$ cat src/rtl/xorshift_pkg.sv
// Shared xorshift64 definitions: default seed, step function, checker states
// and a saturating counter helper.
package xorshift_pkg;

   localparam logic [63:0] XORSHIFT_DEFAULT_SEED = 64'h0000_0000_0000_0001;

   typedef enum logic [0:0] {
      RUN  = 1'b0,
      DONE = 1'b1
   } chk_state_e;

   // One xorshift64 step with logical shifts, 13/7/17 triple.
   function automatic logic [63:0] xorshift64_next(input logic [63:0] x);
      logic [63:0] v;
      v = x ^ (x << 6'd13);
      v = v ^ (v >> 6'd7);
      v = v ^ (v << 6'd17);
      return v;
   endfunction

   function automatic logic [31:0] sat_inc32(input logic [31:0] c);
      return (c == 32'hFFFF_FFFF) ? c : (c + 32'd1);
   endfunction

endpackage

$ cat src/rtl/xorshift64_gen.sv
// xorshift64 generator register: loads step(seed) in reset, steps on advance.
module xorshift64_gen
   import xorshift_pkg::*;
(
   input  logic        clk,
   input  logic        rst,
   input  logic [63:0] i_seed,
   input  logic        i_advance,
   output logic [63:0] o_value
);

   logic [63:0] r_value;

   // Generator state holds the value the next beat must carry
   always_ff @(posedge clk) begin
      if (rst) begin
         r_value <= xorshift64_next(i_seed);
      end else if (i_advance) begin
         r_value <= xorshift64_next(r_value);
      end else begin
         r_value <= r_value;
      end
   end

   assign o_value = r_value;

endmodule

$ cat config.mk
export PLATFORM = sky130hd
export DESIGN_NAME = xorshift64_gen
export DESIGN_NICKNAME = d
export VERILOG_FILES = /design/src/rtl/xorshift_pkg.sv /design/src/rtl/xorshift64_gen.sv
export SDC_FILE = /design/constraint.sdc
export NUM_CORES = 1
export LEC_CHECK = 0
export ABC_AREA = 1
export BUFFER_PORTS_ARGS = -buffer_cell sky130_fd_sc_hd__buf_2
export CELL_PAD_IN_SITES_DETAIL_PLACEMENT = 2
export CELL_PAD_IN_SITES_GLOBAL_PLACEMENT = 2
export CORE_MARGIN = 2
export CORE_UTILIZATION = 25
export CTS_CLUSTER_DIAMETER = 60
export DETAILED_ROUTE_END_ITERATION = 6
export PLACE_DENSITY_LB_ADDON = 0.2
export SLEW_MARGIN = 30
export SYNTH_ARGS = -nofsm -noshare
export SYNTH_HDL_FRONTEND = slang
export SYNTH_SLANG_ARGS = --single-unit
$ cat constraint.sdc
create_clock -name clk -period 1.73 [get_ports clk]
set_input_delay 0.0865 -clock clk [delete_from_list [all_inputs] [get_ports clk]]
set_output_delay 0.0865 -clock clk [all_outputs]
set_load 0.05 [all_outputs]
==> results of run 1 <==
## cell families after synthesis
kind of cell / count (synthesis) / synth area share
flops: 64 / 0.230
buf+inv: 190 / 0.0896
compound gates: 24 / 0.0157
xor+xnor: 14 / 0.0147
simple gates: 1390 / 0.650
## per-layer routing
metal | track usage | wire length, µm
met2 | 0.446 | 21400
met1 | 0.310 | 19000
met4 | 0.0620 | 927
met3 | 0.0139 | 1300
met5 | 0 | 0
## cell type report
cell class                      instances  area [µm²]  share of cell area
Multi-Input combinational cell       1428        5700               0.564
Inverter                              175         657              0.0650
Sequential cell                        64        1920               0.190
Timing Repair Buffer                  171         996              0.0985
Clock buffer                           11         233              0.0230
Tap cell                              442         553              0.0547
Clock inverter                          5        47.5             0.00470
## worst max path at each step
| stage | to | depth (start not counted) | start |
|---|---|---|---|
| 6_report | o_value[5] | 3 | o_value[12] |
| 5_1_grt | o_value[51] | 8 | o_value[38] |
| 3_5_place_dp | o_value[51] | 6 | o_value[34] |
| 2_1_floorplan | o_value[0] | 3 | rst |
| 3_3_place_gp | o_value[28] | 8 | o_value[22] |
| 4_1_cts | o_value[63] | 8 | o_value[46] |
## cells in the mapped netlist
master	count
buf_1	1
buf_2	8
buf_4	4
clkbuf_1	1
clkbuf_8	1
edfxtp_1	64
inv_1	114
inv_2	61
nand2_1	1250
nand2_2	19
nand2_4	3
nand3_1	102
nand3_2	2
nor2_1	13
o21ai_0	17
o21ai_1	4
o21ai_2	3
or2_2	1
xnor2_1	8
xor2_1	6
## worst max-delay path, cell delays in order, from the launching register on
cell and delay, ps:
edfxtp_1 510, buf_4 200, xnor2_1 380, o21ai_0 250
## per-stage QoR
step / worst slack, ps / area (µm²) / utilization / hold WS [ps] / cells
floorplan: 102 / 8350 / - / 380 / 1682
global placement: 115 / 9690 / 0.296 / 614 / 2264
detailed placement: 59.0 / 9690 / 0.296 / 654 / 2264
CTS: 27.4 / 9970 / 0.305 / 303 / 2280
global route: 0.238 / 10100 / 0.309 / 353 / 2296
finish: 80.3 / 10100 / 0.309 / 304 / 2296
## power by group through the flow
| stage | Combinational, mW | Clock (mW) | Sequential, mW |
|---|---|---|---|
| finish | 10.7 | 1.85 | 3.22 |
| global route | 11.9 | 1.92 | 3.31 |
| CTS | 10.5 | 1.88 | 3.27 |
| detailed placement | 10.4 | 0 | 3.30 |
| global placement | 9.90 | 0 | 3.25 |
| floorplan | 5.31 | 0 | 4.77 |
## what timing repair did
item                       4_1_cts  5_1_grt
resized for setup                0        3
setup endpoints to repair        0       10
setup buffers                    0       16
==> impl_metrics.json, run 1 <==
{
  "coreArea_um2": 32700,
  "antenna_left": 0,
  "final_common_cell": "nand2_1",
  "p_switching_mw": 9.39,
  "num_io_pins": 131,
  "holdCritStartpoint": "i_seed[2]",
  "vias": 10900,
  "fin_skew_ps": 6.99,
  "antenna_found_initial": 0,
  "syn-num-nets": 1749,
  "ys_types": 20,
  "clock_latency_ps": 340,
  "root_buffer": "clkbuf_16",
  "r2r-end": "o_value[5]",
  "switching_share": 0.595,
  "relSlewSlack": 0.665,
  "grt_max_degree": 65,
  "routed_wl_um": 42600,
  "reg2reg_depth": 3,
  "drv_slew": 0,
  "seq_power_share": 0.204,
  "gp_congestion": 0.902,
  "syn_avg_cell_area_um2": 4.97,
  "grt_pass1_vias": 11800,
  "clk_pin_slew_ps": 60,
  "hold_viol": 0,
  "final_net_count": 1916,
  "p_total_mw": 15.8,
  "cp.arrival_ps": 1690,
  "min_path_cells": 3,
  "antennaDiodeCount": 0,
  "rsz0062_at_grt": "false",
  "drv_cap": 0,
  "netlist_top_cells_area": "nand2_1, edfxtp_1, nand3_1",
  "die_h_um": 187,
  "drc_errors": 0,
  "port_buffers": 130,
  "final_layout_size_suffix_gt1_frac": 0.148,
  "dr.pass1.iters": 4,
  "dp_hpwl_um": 37100,
  "grt.total_usage": 0.243,
  "dieArea_um2": 34900,
  "leakagePower_nw": 6.18,
  "netlist_area_um2": 8350,
  "fillCellCount": 4401,
  "postCtsHoldBufs": 0,
  "rows": 66,
  "clock_sinks": 64,
  "crit_fanout": 5,
  "synth_top_area_share": 0.562,
  "finalSetupTns_ps": 0,
  "yosysWarnings": 0,
  "yosysSeqAreaShare": 0.230,
  "crit_type": "reg2reg",
  "max_slew.worst_pin.slew_ps": 499,
  "r2r_slack_ps": 80,
  "p_clk_frac": 0.117,
  "clock_path_buffers": 2,
  "yosysTopAreaCell": "nand2_1",
  "htree_levels": 3,
  "die-width_um": 187,
  "syn_inst": 1682,
  "worstSetupEndpointType": "flop",
  "powerDensity_nw_per_um2": 1560,
  "finalCriticalPeriod_ps": 1650,
  "cts_tree": "yes",
  "power.internal_mw": 6.38,
  "fmax_ghz": 0.606,
  "final_cell_mix": "nand2_1, buf_2, inv_1",
  "power_frac_comb": 0.678,
  "status": "finished clean",
  "area_growth_pct": 21.0,
  "largest_register_ffs": 64,
  "wl_per_cell_um": 18.6,
  "setup_viol": 0,
  "grt_pass1_wl_um": 65900,
  "cp-start-kind": "flop",
  "min_path_type": "in2reg",
  "ys_ff_latch": 64,
  "r2r-start": "o_value[12]",
  "timing.final.crit_share": 0.954,
  "start_util": 0.255,
  "grt_overflow": 0,
  "drt_iter0_drc": 397,
  "cp.required_ps": 1770,
  "via_per_inst": 4.76,
  "cts_made_buffers": 9,
  "vdd_ir_drop_max_v": 0.000505,
  "whs_endpoint": "o_value[2]"
}
No activity file was read; power rests on OpenSTA's default activity.
==> run 2: changes to the inputs <==
==> constraint.sdc (replaced) <==
create_clock -name clk -period 1.73 [get_ports clk]
set_input_delay 0.4325 -clock clk [delete_from_list [all_inputs] [get_ports clk]]
set_output_delay 0.4325 -clock clk [all_outputs]
set_load 0.05 [all_outputs]
==> run 2 against run 1 <==
Against the previous run:
- global-route usage up 0.63 points
- flip-flop and latch count unchanged
- register-to-register slack about the same
- via count up 1.9%
- total power down 0.41%
- clock-buffer cell count unchanged
- sequential share of layout area down 0.30 points
- highest routed layer is now met5
==> impl_metrics.json, run 2 (same netlist as run 1, synthesis figures left out) <==
{
  "status": "finished clean",
  "wl_met2_um": 21200,
  "num_io_pins": 131,
  "cts_made_buffers": 9,
  "critPathCapture": "o_value[10]",
  "cp.arrival_ps": 1280,
  "crit_fanout": 5,
  "fin_skew_ps": 9.99,
  "design_area_um2": 10300,
  "coreArea_um2": 32700,
  "hold_viol": 0,
  "clk_pin_slew_ps": 50,
  "antenna_found_initial": 1,
  "drt_iter0_drc": 439,
  "r2r-end": "o_value[56]",
  "r2r-start": "o_value[46]",
  "reg2reg_depth": 8,
  "cts_tree": "yes",
  "relSlewSlack": 0.664,
  "r2r_slack_ps": 80,
  "antennaDiodeCount": 0,
  "finalCriticalPeriod_ps": 1710,
  "cp-start-kind": "flop",
  "grt_max_degree": 45,
  "fmax_ghz": 0.585,
  "rows": 66,
  "wl_met3_um": 1160,
  "htree_levels": 3,
  "clock_sinks": 64,
  "p_total_mw": 15.7,
  "top_layer": "met5",
  "drc_errors": 0,
  "final_common_cell": "nand2_1",
  "final_cell_mix": "nand2_1, buf_2, inv_1",
  "postCtsHoldBufs": 0,
  "start_util": 0.255,
  "port_buffers": 130,
  "cp.required_ps": 1300,
  "dr.pass1.iters": 4,
  "clock_path_buffers": 2,
  "via_per_inst": 4.80,
  "drv_slew": 0,
  "root_buffer": "clkbuf_16",
  "placed_area_um2": 9900,
  "whs_ps": 479,
  "largest_register_ffs": 64,
  "final_layout_size_suffix_gt1_frac": 0.160,
  "vias": 11100,
  "clock_latency_ps": 350,
  "min_path_type": "in2reg",
  "grt.total_usage": 0.250,
  "grt_overflow": 0,
  "vdd_ir_drop_max_v": 0.000570,
  "drt-met1-wl_um": 19900,
  "routed_wl_um": 43400,
  "worstSetupStartpoint": "o_value[10]",
  "powerDensity_nw_per_um2": 1530,
  "crit_type": "reg2out",
  "die-width_um": 187,
  "dieArea_um2": 34900,
  "grt_pass1_wl_um": 67500,
  "final_net_count": 1943,
  "wl_per_cell_um": 18.7,
  "area_growth_pct": 22.9,
  "grt_pass1_vias": 12000,
  "gp_congestion": 0.847,
  "setup_viol": 0,
  "antenna_left": 0,
  "dp_hpwl_um": 38100,
  "leakagePower_nw": 6.29,
  "die_h_um": 187,
  "worstSetupEndpointType": "primary output",
  "timing.final.crit_share": 0.989,
  "max_slew.worst_pin.slew_ps": 500,
  "drv_cap": 0
}
run 2: changes by cell type in the layout (fill, tap and decap cells not counted), moves of 2 or more:
cell | previous run | this run
xnor2_2 | 2 | 0
clkinv_1 | 2 | 0
buf_4 | 38 | 66
xnor2_1 | 6 | 8
run 2: how the worst min path moves through the flow:
stage / cells past startpoint / slack, ps / endpoint / start
after floorplan: 2 / 730 / o_value[0] / i_seed[0]
after global placement: 2 / 840 / o_value[38] / i_advance
after detailed placement: 2 / 840 / o_value[42] / i_advance
after CTS: 2 / 480 / o_value[42] / i_advance
after global routing: 2 / 490 / o_value[42] / i_advance
final: 2 / 480 / o_value[42] / i_advance
run 2: stage by stage:
stage | worst slack, ps | cells | util | setup TNS [ps]
after floorplan | 66.6 | 1682 | - | 0
after global placement | -60.3 | 2291 | 0.303 | -192
after detailed placement | -116 | 2291 | 0.303 | -666
after CTS | 2.05 | 2304 | 0.310 | 0
after global routing | -7.79 | 2320 | 0.314 | -9.45
final | 19.5 | 2320 | 0.314 | 0
run 2: power breakdown:
group / internal (mW) / switching, mW
Clock: 0.943 / 0.738
Combinational: 2.91 / 7.85
Sequential: 2.43 / 0.840
Total: 6.28 / 9.43
run 2: repair_timing:
action	CTS	global route
gates cloned	0	0
setup buffers	0	16
endpoints found under the hold margin	0	0
endpoints found under the setup margin	1	12
gates resized for setup	1	3
pin swaps	0	0
run 2: area by class of cell:
type                    count  area, µm²
clock inverters             2       10.0
flip-flops and latches     64       1920
multi-input cells        1428       5690
clock buffers              11        233
repair buffers            198       1200
well taps                 442        553
inverters                 175        657
fillers                  4384      22400
run 2: worst max-delay path: stages, from the launching register on:
cell,delay (ps)
edfxtp_1,490
buf_4,190
buf_2,260
run 2: per-layer routing:
metal / up-vias / track usage
met5: - / 0
met4: 2 / 0.0821
met3: 51 / 0.0237
met2: 186 / 0.440
met1: 5411 / 0.320
li1: 5476 / -
